<file path="config.mk">
export PLATFORM = sky130hd
export DESIGN_NAME = bus_seq_4004
export DESIGN_NICKNAME = d
export VERILOG_FILES = /design/src/rtl/pkg_4004.sv /design/src/rtl/phase_tracker_4004.sv /design/src/rtl/bus_seq_4004.sv
export SDC_FILE = /design/constraint.sdc
export NUM_CORES = 1
export LEC_CHECK = 0
export ABC_AREA = 1
export CORE_MARGIN = 2
export CORE_UTILIZATION = 46
export CTS_CLUSTER_SIZE = 14
export DETAILED_ROUTE_END_ITERATION = 8
export GPL_TIMING_DRIVEN = 0
export PLACE_DENSITY = 0.87
export SLEW_MARGIN = 10
export SYNTH_ARGS = -nofsm -noshare
export SYNTH_HDL_FRONTEND = slang
export SYNTH_SLANG_ARGS = --single-unit
</file>
<file path="constraint.sdc">
create_clock -name eclk -period 1.85 [get_ports eclk]
set_clock_uncertainty 0.05 [all_clocks]
set_input_delay 0.2775 -clock eclk [delete_from_list [all_inputs] [get_ports eclk]]
set_output_delay 0.2775 -clock eclk [all_outputs]
set_load 0.1 [all_outputs]
</file>
<file path="src/rtl/pkg_4004.sv">
// Shared types and constants for the 4004 bus-cycle sequencer.
// Phases follow the 4004 instruction cycle order A1 A2 A3 M1 M2 X1 X2 X3.
package pkg_4004;

    typedef enum logic [2:0] {
        PH_A1 = 3'd0,
        PH_A2 = 3'd1,
        PH_A3 = 3'd2,
        PH_M1 = 3'd3,
        PH_M2 = 3'd4,
        PH_X1 = 3'd5,
        PH_X2 = 3'd6,
        PH_X3 = 3'd7
    } phase_e;

    typedef enum logic [1:0] {
        DB_IDLE = 2'd0,
        DB_ROM  = 2'd1,
        DB_RAM  = 2'd2
    } db_sel_e;

    typedef enum logic {
        ST_UNLOCKED = 1'b0,
        ST_LOCKED   = 1'b1
    } lock_e;

    localparam logic [3:0] OPR_IO = 4'hE;

    // I/O read group: OPR=E with OPA in 8..F.
    function automatic logic is_io_read(input logic [3:0] opr, input logic [3:0] opa);
        return (opr == OPR_IO) && opa[3];
    endfunction

endpackage

</file>
<file path="src/rtl/phase_tracker_4004.sv">
// clk2 rising-edge detect, lock FSM and 8-phase counter for the 4004 bus cycle.
// state       | meaning
// ST_UNLOCKED | waiting for a step with sync high; phase not valid
// ST_LOCKED   | phase advances on every step, sync expected only at X3
module phase_tracker_4004
    import pkg_4004::*;
#(
    parameter bit SYNC_CHECK = 1'b1
) (
    input  logic   eclk,
    input  logic   ereset_n,
    input  logic   i_clk2,
    input  logic   i_sync,
    output logic   o_step,
    output logic   o_lose,
    output logic   o_locked,
    output phase_e o_phase,
    output logic   o_locked_nxt,
    output phase_e o_phase_nxt,
    output logic   o_sync_err
);

    logic   r_clk2_q;
    lock_e  r_state;
    lock_e  w_state_nxt;
    phase_e r_phase;
    phase_e w_phase_nxt;
    logic   r_sync_err;
    logic   w_err_nxt;
    logic   w_step;
    logic   w_lose;

    assign w_step = i_clk2 & ~r_clk2_q;

    always_ff @(posedge eclk or negedge ereset_n) begin
        if (!ereset_n) begin
            r_clk2_q   <= 1'b0;
            r_state    <= ST_UNLOCKED;
            r_phase    <= PH_A1;
            r_sync_err <= 1'b0;
        end else begin
            r_clk2_q   <= i_clk2;
            r_state    <= w_state_nxt;
            r_phase    <= w_phase_nxt;
            r_sync_err <= w_err_nxt;
        end
    end

    always_comb begin
        w_state_nxt = r_state;
        w_phase_nxt = r_phase;
        w_err_nxt   = r_sync_err;
        w_lose      = 1'b0;
        if (w_step) begin
            case (r_state)
                ST_UNLOCKED: begin
                    if (i_sync) begin
                        w_state_nxt = ST_LOCKED;
                        w_phase_nxt = PH_A1;
                    end
                end
                ST_LOCKED: begin
                    // Missing sync at X3, or an early sync when checking, drops lock.
                    if (r_phase == PH_X3) w_lose = ~i_sync;
                    else                  w_lose = i_sync & SYNC_CHECK;
                    if (w_lose) begin
                        w_state_nxt = ST_UNLOCKED;
                        w_err_nxt   = 1'b1;
                    end else if (i_sync) begin
                        w_phase_nxt = PH_A1;
                    end else begin
                        w_phase_nxt = phase_e'(r_phase + 3'd1);
                    end
                end
            endcase
        end
    end

    assign o_step       = w_step;
    assign o_lose       = w_lose;
    assign o_locked     = (r_state == ST_LOCKED);
    assign o_phase      = r_phase;
    assign o_locked_nxt = (w_state_nxt == ST_LOCKED);
    assign o_phase_nxt  = w_phase_nxt;
    assign o_sync_err   = r_sync_err;

endmodule

</file>
<file path="src/rtl/bus_seq_4004.sv">
// 4004 bus-cycle sequencer: latches fetch address, OPR/OPA and SRC address,
// and selects the db_i source (idle/ROM/RAM) one eclk after each phase step.
module bus_seq_4004
    import pkg_4004::*;
#(
    parameter bit SYNC_CHECK = 1'b1
) (
    input  logic        eclk,
    input  logic        ereset_n,
    input  logic        clk2,
    input  logic        sync,
    input  logic        cm_rom,
    input  logic [3:0]  cm_ram,
    input  logic [3:0]  db_o,
    output logic [2:0]  phase,
    output logic        locked,
    output logic        sync_err,
    output logic [11:0] rom_addr,
    output logic        addr_vld,
    output logic [3:0]  opr,
    output logic [3:0]  opa,
    output logic        inst_vld,
    output logic [7:0]  src_addr,
    output logic [3:0]  src_bank,
    output logic        src_vld,
    output logic [1:0]  db_sel
);

    logic    w_step;
    logic    w_lose;
    logic    w_locked;
    phase_e  w_phase;
    logic    w_locked_nxt;
    phase_e  w_phase_nxt;
    logic    w_cap;
    logic    w_rom_cs_nxt;
    db_sel_e w_db_sel_nxt;

    logic [11:0] r_rom_addr;
    logic        r_addr_vld;
    logic        r_rom_cs;
    logic [3:0]  r_opr;
    logic [3:0]  r_opa;
    logic        r_inst_vld;
    logic [7:0]  r_src_addr;
    logic [3:0]  r_src_bank;
    logic        r_src_pend;
    logic        r_src_vld;
    db_sel_e     r_db_sel;

    phase_tracker_4004 #(.SYNC_CHECK(SYNC_CHECK)) u_tracker (
        .eclk         (eclk),
        .ereset_n     (ereset_n),
        .i_clk2       (clk2),
        .i_sync       (sync),
        .o_step       (w_step),
        .o_lose       (w_lose),
        .o_locked     (w_locked),
        .o_phase      (w_phase),
        .o_locked_nxt (w_locked_nxt),
        .o_phase_nxt  (w_phase_nxt),
        .o_sync_err   (sync_err)
    );

    // Captures only happen on steps that keep the tracker locked.
    assign w_cap = w_step & w_locked & ~w_lose;

    always_ff @(posedge eclk or negedge ereset_n) begin
        if (!ereset_n) begin
            r_rom_addr <= '0;
            r_addr_vld <= 1'b0;
            r_rom_cs   <= 1'b0;
            r_opr      <= '0;
            r_opa      <= '0;
            r_inst_vld <= 1'b0;
            r_src_addr <= '0;
            r_src_bank <= '0;
            r_src_pend <= 1'b0;
            r_src_vld  <= 1'b0;
            r_db_sel   <= DB_IDLE;
        end else begin
            r_addr_vld <= 1'b0;
            r_inst_vld <= 1'b0;
            r_src_vld  <= 1'b0;
            r_db_sel   <= w_db_sel_nxt;
            if (w_lose) r_src_pend <= 1'b0;
            if (w_cap) begin
                case (w_phase)
                    PH_A1: r_rom_addr[3:0] <= db_o;
                    PH_A2: r_rom_addr[7:4] <= db_o;
                    PH_A3: begin
                        r_rom_addr[11:8] <= db_o;
                        r_rom_cs         <= cm_rom;
                        r_addr_vld       <= 1'b1;
                    end
                    PH_M1: r_opr <= db_o;
                    PH_M2: begin
                        r_opa      <= db_o;
                        r_inst_vld <= 1'b1;
                    end
                    PH_X2: begin
                        if (|cm_ram) begin
                            r_src_addr[7:4] <= db_o;
                            r_src_bank      <= cm_ram;
                            r_src_pend      <= 1'b1;
                        end
                    end
                    PH_X3: begin
                        if (r_src_pend) begin
                            r_src_addr[3:0] <= db_o;
                            r_src_vld       <= 1'b1;
                            r_src_pend      <= 1'b0;
                        end
                    end
                    default: ;
                endcase
            end
        end
    end

    // db_sel is decoded from the phase being entered so it lines up with that phase.
    always_comb begin
        w_rom_cs_nxt = (w_cap && (w_phase == PH_A3)) ? cm_rom : r_rom_cs;
        w_db_sel_nxt = DB_IDLE;
        if (w_locked_nxt) begin
            if (((w_phase_nxt == PH_M1) || (w_phase_nxt == PH_M2)) && w_rom_cs_nxt)
                w_db_sel_nxt = DB_ROM;
            else if ((w_phase_nxt == PH_X2) && is_io_read(r_opr, r_opa))
                w_db_sel_nxt = DB_RAM;
        end
    end

    assign phase    = w_phase;
    assign locked   = w_locked;
    assign rom_addr = r_rom_addr;
    assign addr_vld = r_addr_vld;
    assign opr      = r_opr;
    assign opa      = r_opa;
    assign inst_vld = r_inst_vld;
    assign src_addr = r_src_addr;
    assign src_bank = r_src_bank;
    assign src_vld  = r_src_vld;
    assign db_sel   = r_db_sel;

endmodule

</file>
==> reports/metrics.yaml <==
crit_buf_inv: 1
reg2reg_to: "src_bank[1]"
timing.final.crit_period_ps: 1819
drive_gt1_share_pct: 25.39
gr-usage-all-layers_pct: 19.65
yosys.area.top_type: "dfrtp_1"
grt_pass1_vias: 1366
synth_seq_cells: 45
die_h_um: 67.39
yosys.area_share.adder_pct: 2.708
synth_area_leaders: "dfrtp_1 61%, nand2_1 9.3%, o21ai_0 6.5%"
crit_type: "reg2out"
antenna_found_initial: 0
synth_simple_gate_area_share_pct: 19.84
critical_path_arrival_ps: 1490
final_cell_mix: "44 x nand2_1, 41 x dfrtp_1, 24 x o21ai_0, 24 x clkbuf_2, 22 x inv_1"
critPathMaxFanout: 2
required_ps: 1520
cp_slowest_cell: "clkdlybuf4s15_1"
cp_top_family: "buffers and inverters"
maxCapViolations: 0
crit_start: "rom_addr[9]"
p_per_area_nw_per_um2: 1639
fin_setup_tns_ps: 0
hold_violations: 0
gr-total-overflow: 0
path_clk_slew_ps: 80
drc: 0
insertion_delay_ps: 300
core-area_um2: 3943
avgSynthCellArea_um2: 9.778
place_ws_ps: -197.4
end_kind: "output port"
n_antenna_cell: 0
setup_viol: 0
p_leak_nw: 1.303
htreeDepth: 2
grt_first_pass_wirelength_um: 6548
synthCells: 189
ys_seq_area_share_pct: 60.93
max-vdd-ir-drop_mv: 0.5972
die_area_um2: 4541
critPathMaxStageDelay_ps: 830
synth.mux.area_fraction_pct: 0
timing.final.crit_share_pct: 98.33
cts_buffer_depth: 2
cts_tree: "yes"
slew_violations: 0
final_area_um2: 2530
instances_no_fill: 306
synthDistinctLibCells: 22
crit_chain: "clkdlybuf4s15_1"
grt_setup_unrepaired: "no"
worstMarginPinSlew_ps: 957.4
port_buffers: 54
cts_root_buf: "clkbuf_8"
whs_ps: 385.7
reg2reg_slack_ps: 90
wl_um: 3948
timing.fmax_ghz: 0.5497
io_pins: 55
layout_commonest_cell: "nand2_1"
routedWlPerCell_um: 12.90
setup_slack_ps: 30.86
ys_warn_count: 0
start_util_pct: 46.87
place_inst: 294
r2r_start: "u_tracker.o_phase[0]"
syn_area_um2: 1848
grt_max_degree: 31
synth_compound_area_share_pct: 10.70
postRouteAntennaNets: 0
hpwl_um: 2920
dieWidth_um: 67.39
gp_congestion: 0.8261
synth_xor_area_share_pct: 0
netlist.area_leader.share_pct: 60.93
path_depth: 1
status: "finished clean"
first_pass_iters: 4
max_slew_margin_pct: 36.42
nNetsFinal: 272
vias: 1494
dpl-instance-area_um2: 2494
cts_buffers: 5
hold_path.class: "in2async"
synth_top_family_by_area: "simple AND/OR/NAND/NOR gates"
via_per_inst: 4.882
fin_util_pct: 64.17
initialDrtViolationCount: 104
area_growth_syn_to_layout_pct: 36.90
total_power_mw: 4.145
endpoint: "rom_addr[9]"
startpoint_type: "flip-flop"
ff2ff_path_depth: 10
num_rows: 23
synth_fp_nets: 206
cts.sinks: 45
kinds of logic after synthesis:
family	count (synthesis)
compound gates	38
fa+ha+maj	4
simple gates	76
flops	45
buf+inv	26
layout make-up:
cell class / count / area, µm²
multi-input cells: 118 / 636.9
well taps: 50 / 62.56
repair buffers: 59 / 466.7
clock buffers: 6 / 82.58
flip-flops and latches: 45 / 1136
inverters: 25 / 96.34
clock inverters: 2 / 37.54
fillers: 350 / 1413
plain buffers: 1 / 11.26
cells in the mapped netlist:
library cell  instances
nand2_1              46
dfrtp_1              45
o21ai_0              24
inv_1                23
nand3_1               9
nor2_1                8
o21ai_1               8
nand3_2               5
a21oi_1               4
ha_1                  4
nand2_2               2
a21oi_2               1
a32oi_1               1
buf_6                 1
inv_2                 1
inv_4                 1
nand4_1               1
nand4_4               1
nor3_1                1
nor3_2                1
nor3b_1               1
or2_2                 1
worst min-delay path by stage:
stage	from	end	slack (ps)	cells after the start
5_1_grt	ereset_n	src_addr[0]	410	2
4_1_cts	ereset_n	u_tracker.r_clk2_q	400	2
6_report	ereset_n	u_tracker.r_clk2_q	390	2
2_1_floorplan	ereset_n	addr_vld	-70	0
3_5_place_dp	ereset_n	u_tracker.o_phase[0]	180	1
3_3_place_gp	u_tracker.o_sync_err	u_tracker.o_sync_err	400	1
worst register-to-register path: stages (launching register included):
cell,delay (ps)
dfrtp_4,520
ha_4,200
nand2_2,70
nand2_2,60
nand2_2,120
nand2_2,100
inv_4,120
nand4_4,130
buf_6,180
nand2_1,50
o21ai_1,60
where the power goes:
group	leakage (nW)	internal (mW)	switching, mW	total [mW]
registers	0.596	1.19	0.165	1.35
clock network	0.0574	0.439	0.324	0.763
logic	0.650	0.315	1.72	2.03
total	1.30	1.94	2.21	4.15
state kept, by name (all words and copies together) (netlist names):
name / count
opr: 4
src_vld: 1
inst_vld: 1
src_bank: 4
u_tracker.r_clk2_q: 1
rom_addr: 12
src_addr: 8
opa: 4
db_sel: 2
r_src_pend: 1
u_tracker.o_sync_err: 1
u_tracker.o_locked: 1
addr_vld: 1
r_rom_cs: 1
u_tracker.o_phase: 3
layer usage:
metal | vias to the layer above | routed length, µm | track usage (%)
met5 | - | 0 | 0
met4 | 0 | 54 | 5.357
met3 | 7 | 185 | 5.000
met2 | 42 | 1922 | 31.68
met1 | 704 | 1785 | 26.48
li1 | 741 | - | -
repair_timing:
| item | 4_1_cts | 5_1_grt |
|---|---|---|
| gates resized for setup | 64 | 46 |
| pin swaps | 1 | 0 |
| buffers inserted | 1 | 2 |
| hold endpoints to repair | 15 | 0 |
| endpoints found under the setup margin | 43 | 37 |
| hold buffers | 1 | 0 |
(Power assumes the default switching activity.)
